===== config.mk =====
export PLATFORM = sky130hd
export DESIGN_NAME = huffman_in_packer
export DESIGN_NICKNAME = d
export VERILOG_FILES = /design/src/rtl/huffman_in_packer.sv
export SDC_FILE = /design/constraint.sdc
export NUM_CORES = 1
export LEC_CHECK = 0
export BUFFER_PORTS_ARGS = -buffer_cell sky130_fd_sc_hd__buf_4
export CORE_MARGIN = 2
export CORE_UTILIZATION = 62
export DETAILED_ROUTE_END_ITERATION = 8
export HOLD_SLACK_MARGIN = 0.1
export PLACE_DENSITY = 0.91
export SKIP_CTS_REPAIR_TIMING = 1
export SLEW_MARGIN = 20
export SYNTH_ARGS = -nofsm -noshare
export SYNTH_HDL_FRONTEND = slang
export SYNTH_SLANG_ARGS = --single-unit

===== constraint.sdc =====
create_clock -name clk -period 7.4 [get_ports clk]
set_clock_uncertainty 0.05 [all_clocks]
set_input_delay 0 -clock clk [delete_from_list [all_inputs] [get_ports clk]]
set_output_delay 0 -clock clk [all_outputs]
set_load 0.01 [all_outputs]

===== src/rtl/huffman_in_packer.sv =====
// huffman_in_packer: byte-stream front end for huffman_encoder_v5.
// Packs accepted bytes big-endian into 32-bit words and hands them to the
// encoder under its in_full backpressure. It also derives stat_end, in_end
// and the final-word byte mask from an internal byte counter.
// Optional macro HUFF_PACK_LEN_EN exports the live byte count (src_len)
// and a one-cycle strobe (src_len_valid) on the final word transfer.
module huffman_in_packer #(
    parameter int STAT_LEN = 8192,
    parameter int CNT_W    = 32
) (
    input  logic              clk,
    input  logic              rstN,
    input  logic              start,
    input  logic [7:0]        s_data,
    input  logic              s_valid,
    input  logic              s_last,
    output logic              s_ready,
    input  logic              enc_in_full,
    output logic [31:0]       enc_data,
    output logic              enc_valid,
    output logic [2:0]        enc_last_mask,
    output logic              enc_stat_end,
    output logic              enc_in_end,
    output logic              busy
`ifdef HUFF_PACK_LEN_EN
    ,
    output logic [CNT_W-1:0]  src_len,
    output logic              src_len_valid
`endif
);

    typedef enum logic [1:0] {
        IDLE = 2'd0,
        RUN  = 2'd1,
        LAST = 2'd2,
        DONE = 2'd3
    } state_t;

    localparam logic [CNT_W-1:0] LP_STAT_LEN = CNT_W'(STAT_LEN);
    localparam logic [CNT_W-1:0] LP_CNT_MAX  = '1;

    state_t            r_state;
    logic              r_busy;
    logic [CNT_W-1:0]  r_cnt;
    logic [1:0]        r_idx;
    logic [31:0]       r_pack;
    logic              r_pending;
    logic              r_stat_end;
    logic              r_in_end;
    logic [2:0]        r_last_mask;

    logic              w_xfer;
    logic              w_accept;
    logic              w_word_done;
    logic [CNT_W-1:0]  w_cnt_nxt;
    logic [31:0]       w_pack_nxt;
    logic [2:0]        w_mask;

    // A pending word is offered whenever the encoder FIFO has room; a start
    // in the same cycle drops it instead of transferring it.
    assign w_xfer      = r_pending & ~enc_in_full & ~start;
    // Bytes are accepted while no word waits, or in the cycle the waiting
    // word leaves, which sustains one word every four cycles.
    assign s_ready     = (r_state == RUN) & (~r_pending | ~enc_in_full) & ~start;
    assign w_accept    = s_valid & s_ready;
    assign w_word_done = (r_idx == 2'd3) | s_last;
    // The counter sticks at its maximum rather than wrapping.
    assign w_cnt_nxt   = (r_cnt == LP_CNT_MAX) ? r_cnt : r_cnt + 1'b1;
    // Byte count mod 4 of the final word, with a full word reported as 4.
    assign w_mask      = (r_idx == 2'd3) ? 3'd4 : {1'b0, r_idx} + 3'd1;

    assign enc_valid     = w_xfer;
    assign enc_data      = r_pack;
    assign enc_last_mask = r_last_mask;
    assign enc_stat_end  = r_stat_end;
    assign enc_in_end    = r_in_end;
    assign busy          = r_busy;

`ifdef HUFF_PACK_LEN_EN
    assign src_len       = r_cnt;
    assign src_len_valid = w_xfer & r_in_end;
`endif

    // Place the incoming byte into lane 3-idx; lane 3 starts a fresh word so
    // the unused low lanes of a partial word read as zero.
    always_comb begin
        w_pack_nxt = r_pack;
        case (r_idx)
            2'd0: w_pack_nxt = {s_data, 24'h000000};
            2'd1: w_pack_nxt[23:16] = s_data;
            2'd2: w_pack_nxt[15:8]  = s_data;
            default: w_pack_nxt[7:0] = s_data;
        endcase
    end

    // Stream control FSM: packing, word hand-off and end-of-stream flags.
    always_ff @(posedge clk or negedge rstN) begin
        if (!rstN) begin
            r_state     <= IDLE;
            r_busy      <= 1'b0;
            r_cnt       <= '0;
            r_idx       <= 2'd0;
            r_pack      <= 32'h0;
            r_pending   <= 1'b0;
            r_stat_end  <= 1'b0;
            r_in_end    <= 1'b0;
            r_last_mask <= 3'd0;
        end else if (start) begin
            r_state     <= RUN;
            r_busy      <= 1'b1;
            r_cnt       <= '0;
            r_idx       <= 2'd0;
            r_pack      <= 32'h0;
            r_pending   <= 1'b0;
            r_stat_end  <= 1'b0;
            r_in_end    <= 1'b0;
            r_last_mask <= 3'd0;
        end else begin
            case (r_state)
                RUN: begin
                    if (w_xfer) begin
                        r_pending <= 1'b0;
                    end
                    if (w_accept) begin
                        r_cnt  <= w_cnt_nxt;
                        r_idx  <= r_idx + 2'd1;
                        r_pack <= w_pack_nxt;
                        if (w_word_done) begin
                            r_pending <= 1'b1;
                            r_idx     <= 2'd0;
                            if ((w_cnt_nxt >= LP_STAT_LEN) || s_last) begin
                                r_stat_end <= 1'b1;
                            end
                        end
                        if (s_last) begin
                            r_in_end    <= 1'b1;
                            r_last_mask <= w_mask;
                            r_state     <= LAST;
                        end
                    end
                end
                LAST: begin
                    if (w_xfer) begin
                        r_pending <= 1'b0;
                        r_busy    <= 1'b0;
                        r_state   <= DONE;
                    end
                end
                default: begin
                end
            endcase
        end
    end

endmodule


==> results.toml <==
[outcome]
run_status = "finished, final reports clean"

[setup_path]
required_ns = 7.55
cp_slowest_cell = "nor4_2"
critPathMaxStageDelay_ns = 0.67
crit_buf_inv = 0
end_kind = "flop"
worstSetupPathType = "reg -> reg"
cpLargestDelayFamily = "simple AND/OR/NAND/NOR gates"
crit_path_max_fanout = 8
crit_arrival_ns = 2.73
startpoint_type = "flop"
cp_cell_sequence = "nand4_2 > nor4_2 > a31oi_1 > or4_1 > nor4_1 > a311oi_1"

[route]
num_vias = 3465
drt_iter0_drc = 328
wl_um = 9490
ant_nets = 0
wl_per_cell_um = 17.1
vias_per_cell = 6.23
drc = 0
drt-pass1-iter-count = 6

[floorplanning]
core_um2 = 5960
die_h_um = 82.6
die-area_um2 = 6820
pin_count = 54
initial_core_util_pct = 64.3
rows = 28
die-width_um = 82.6

[cts]
cts_buffer_depth = 2
tritoncts = "built"
ctsRootBufferMaster = "clkbuf_8"
h-tree-depth = 3
cts_buffers = 9
cts.sink_count = 75
clk_pin_slew_ns = 0.08
worstSkewPairLatency_ns = 0.35

[global_routing]
antenna_found_initial = 0
grt_pass1_vias = 2983
grt_overflow_total = 0
grt_pass1_wl_um = 14300
grt_use_total_pct = 28.0
grt_max_degree = 78

[timing]
max_freq_mhz = 387
finalSetupTns_ns = 0
rsz0062_at_grt = "false"
fin_crit_ns = 2.59
slew_headroom_pct = 33.1
setup_viol = 0
slew_viol_final = 0
hold_viol_final = 0
setup_slack_ns = 4.81
worst_pin_slew_ns = 1.00
hold_ws_ns = 0.150
finalCritPeriodShare_pct = 35.0

[placement]
place.gp.congestion = 0.917
placed_area_um2 = 4220
place_hpwl_um = 5930
pre_cts_ws_ns = 4.84
port_buffers = 53

[flow_run]
maxCapViolCount = 0

[layout]
drive_above_1_share_pct = 16.0
area_delta_synth_final_pct = 19.3
nets = 495
diodes = 0
design_area_um2 = 4570
fillerInstances = 388

[logic_synthesis]
ys.flop_type = "dfrtp_1"
yosysSeqAreaShare_pct = 49.0
yosysWarningCount = 0
synthArstFlopShare_pct = 100
ys_seq_elements = 75
synth_cell_types = 47
syn_inst = 426
syn_area_um2 = 3830
syn_nets = 445
synth_edf_count = 0
syn_area_per_cell_um2 = 8.99

[pwr]
peakVddDrop_v = 0.000137
leakagePower_nw = 1.98
power_mw = 0.878
power_density_nw_per_um2 = 192

[min_path]
hold_path.class = "in -> reg"
## synth_stat cells, drive strengths merged, types with 3 or more instances
library cell | n | area [um2]
nand2 | 38 | 143
xnor2 | 14 | 123
and3 | 3 | 18.8
nor3b | 9 | 67.6
a21oi | 36 | 180
or2 | 3 | 18.8
xor2 | 17 | 149
dfrtp | 75 | 1880
nor4 | 5 | 43.8
and2 | 4 | 25.0
nor3 | 18 | 95.1
nand3 | 22 | 110
buf | 6 | 25.0
o21ai | 11 | 55.1
inv | 6 | 22.5
clkbuf | 20 | 75.1
ha | 5 | 62.6
a22oi | 16 | 120
nand2b | 4 | 25.0
nor2 | 71 | 267
nand4 | 9 | 62.6
a31oi | 6 | 37.5
or3 | 6 | 37.5
## layout make-up
cell class / instances / area, um2 / area share (%)
Sequential cell: 75 / 1880 / 41.1
Tap cell: 75 / 93.8 / 2.05
Clock inverter: 5 / 85.1 / 1.86
Inverter: 6 / 22.5 / 0.493
Timing Repair Buffer: 65 / 518 / 11.3
Clock buffer: 11 / 141 / 3.09
Multi-Input combinational cell: 319 / 1830 / 40.1
## cells in the final DEF (no fill, tap or decap), types with 2 or more instances in the layout
master / Yosys / routed
dfrtp_1: 75 / 75
nor2_1: 71 / 71
buf_4: 0 / 53
nand2_1: 38 / 38
a21oi_1: 36 / 36
nand3_1: 22 / 22
xor2_1: 17 / 17
nor3_1: 17 / 17
a22oi_1: 16 / 16
xnor2_1: 14 / 14
dlygate4sd3_1: 0 / 12
clkbuf_8: 0 / 10
nor3b_1: 9 / 9
o21ai_0: 9 / 9
nand4_1: 8 / 8
inv_1: 6 / 6
or3_1: 6 / 6
a31oi_1: 6 / 6
ha_1: 5 / 5
and2_1: 4 / 4
nand2b_1: 4 / 4
and3_1: 3 / 3
nor4_1: 3 / 3
o21ai_1: 2 / 2
or2_2: 2 / 2
and4_1: 2 / 2
nor4_2: 2 / 2
or4_1: 2 / 2
a211oi_1: 2 / 2
a311oi_1: 2 / 2
bufinv_16: 0 / 2
## worst paths after layout
kind	from	to	slack, ns	depth (start not counted)
worst max-delay path	r_cnt[7]	enc_stat_end	4.81	6
worst min-delay path	start	enc_in_end	0.15	2
worst max register to register	r_cnt[7]	enc_stat_end	4.81	6
worst min register to register	busy	busy	0.43	1
max in group asynchronous	rstN	r_cnt[20]	6.41	2
min in group asynchronous	rstN	enc_data[12]	0.27	2
## cell families (layout without fill, tap and decap cells)
kind of cell | count (synthesis) | count (layout) | share of synthesized area (%)
adder cells (fa/ha/maj) | 5 | 5 | 1.63
XOR/XNOR | 31 | 31 | 7.09
buffers and inverters | 32 | 87 | 3.20
AND/OR/NAND/NOR | 202 | 202 | 26.0
multiplexers | 1 | 1 | 0.294
flip-flops | 75 | 75 | 49.0
AO/OA/AOI/OAI | 80 | 80 | 12.8
## power by group
| group | switching, mW | leakage (nW) | total [mW] | internal, mW |
|---|---|---|---|---|
| registers | 0.00823 | 1.03 | 0.427 | 0.419 |
| clock network | 0.159 | 0.110 | 0.360 | 0.201 |
| logic | 0.0586 | 0.839 | 0.0908 | 0.0322 |
## routing by layer
metal	routed length, um	global-route usage, %	vias to the layer above
li1	-	-	1586
met1	3890	37.6	1661
met2	4640	44.9	184
met3	706	7.50	34
met4	249	8.03	0
met5	0	0	-
## stage by stage
| step | instances | utilization [%] |
|---|---|---|
| 3_3_place_gp | 528 | 70.9 |
| 3_5_place_dp | 528 | 70.9 |
| 5_1_grt | 556 | 76.7 |
| 2_1_floorplan | 426 | - |
| 4_1_cts | 544 | 74.7 |
| 6_report | 556 | 76.7 |
## registers in the layout (all words and copies together) (netlist names)
| register | flops |
|---|---|
| busy | 1 |
| enc_stat_end | 1 |
| r_cnt | 32 |
| enc_data | 32 |
| enc_last_mask | 3 |
| enc_in_end | 1 |
| r_pending | 1 |
| r_state | 2 |
| r_idx | 2 |
Power figures use the tool's default switching activity.
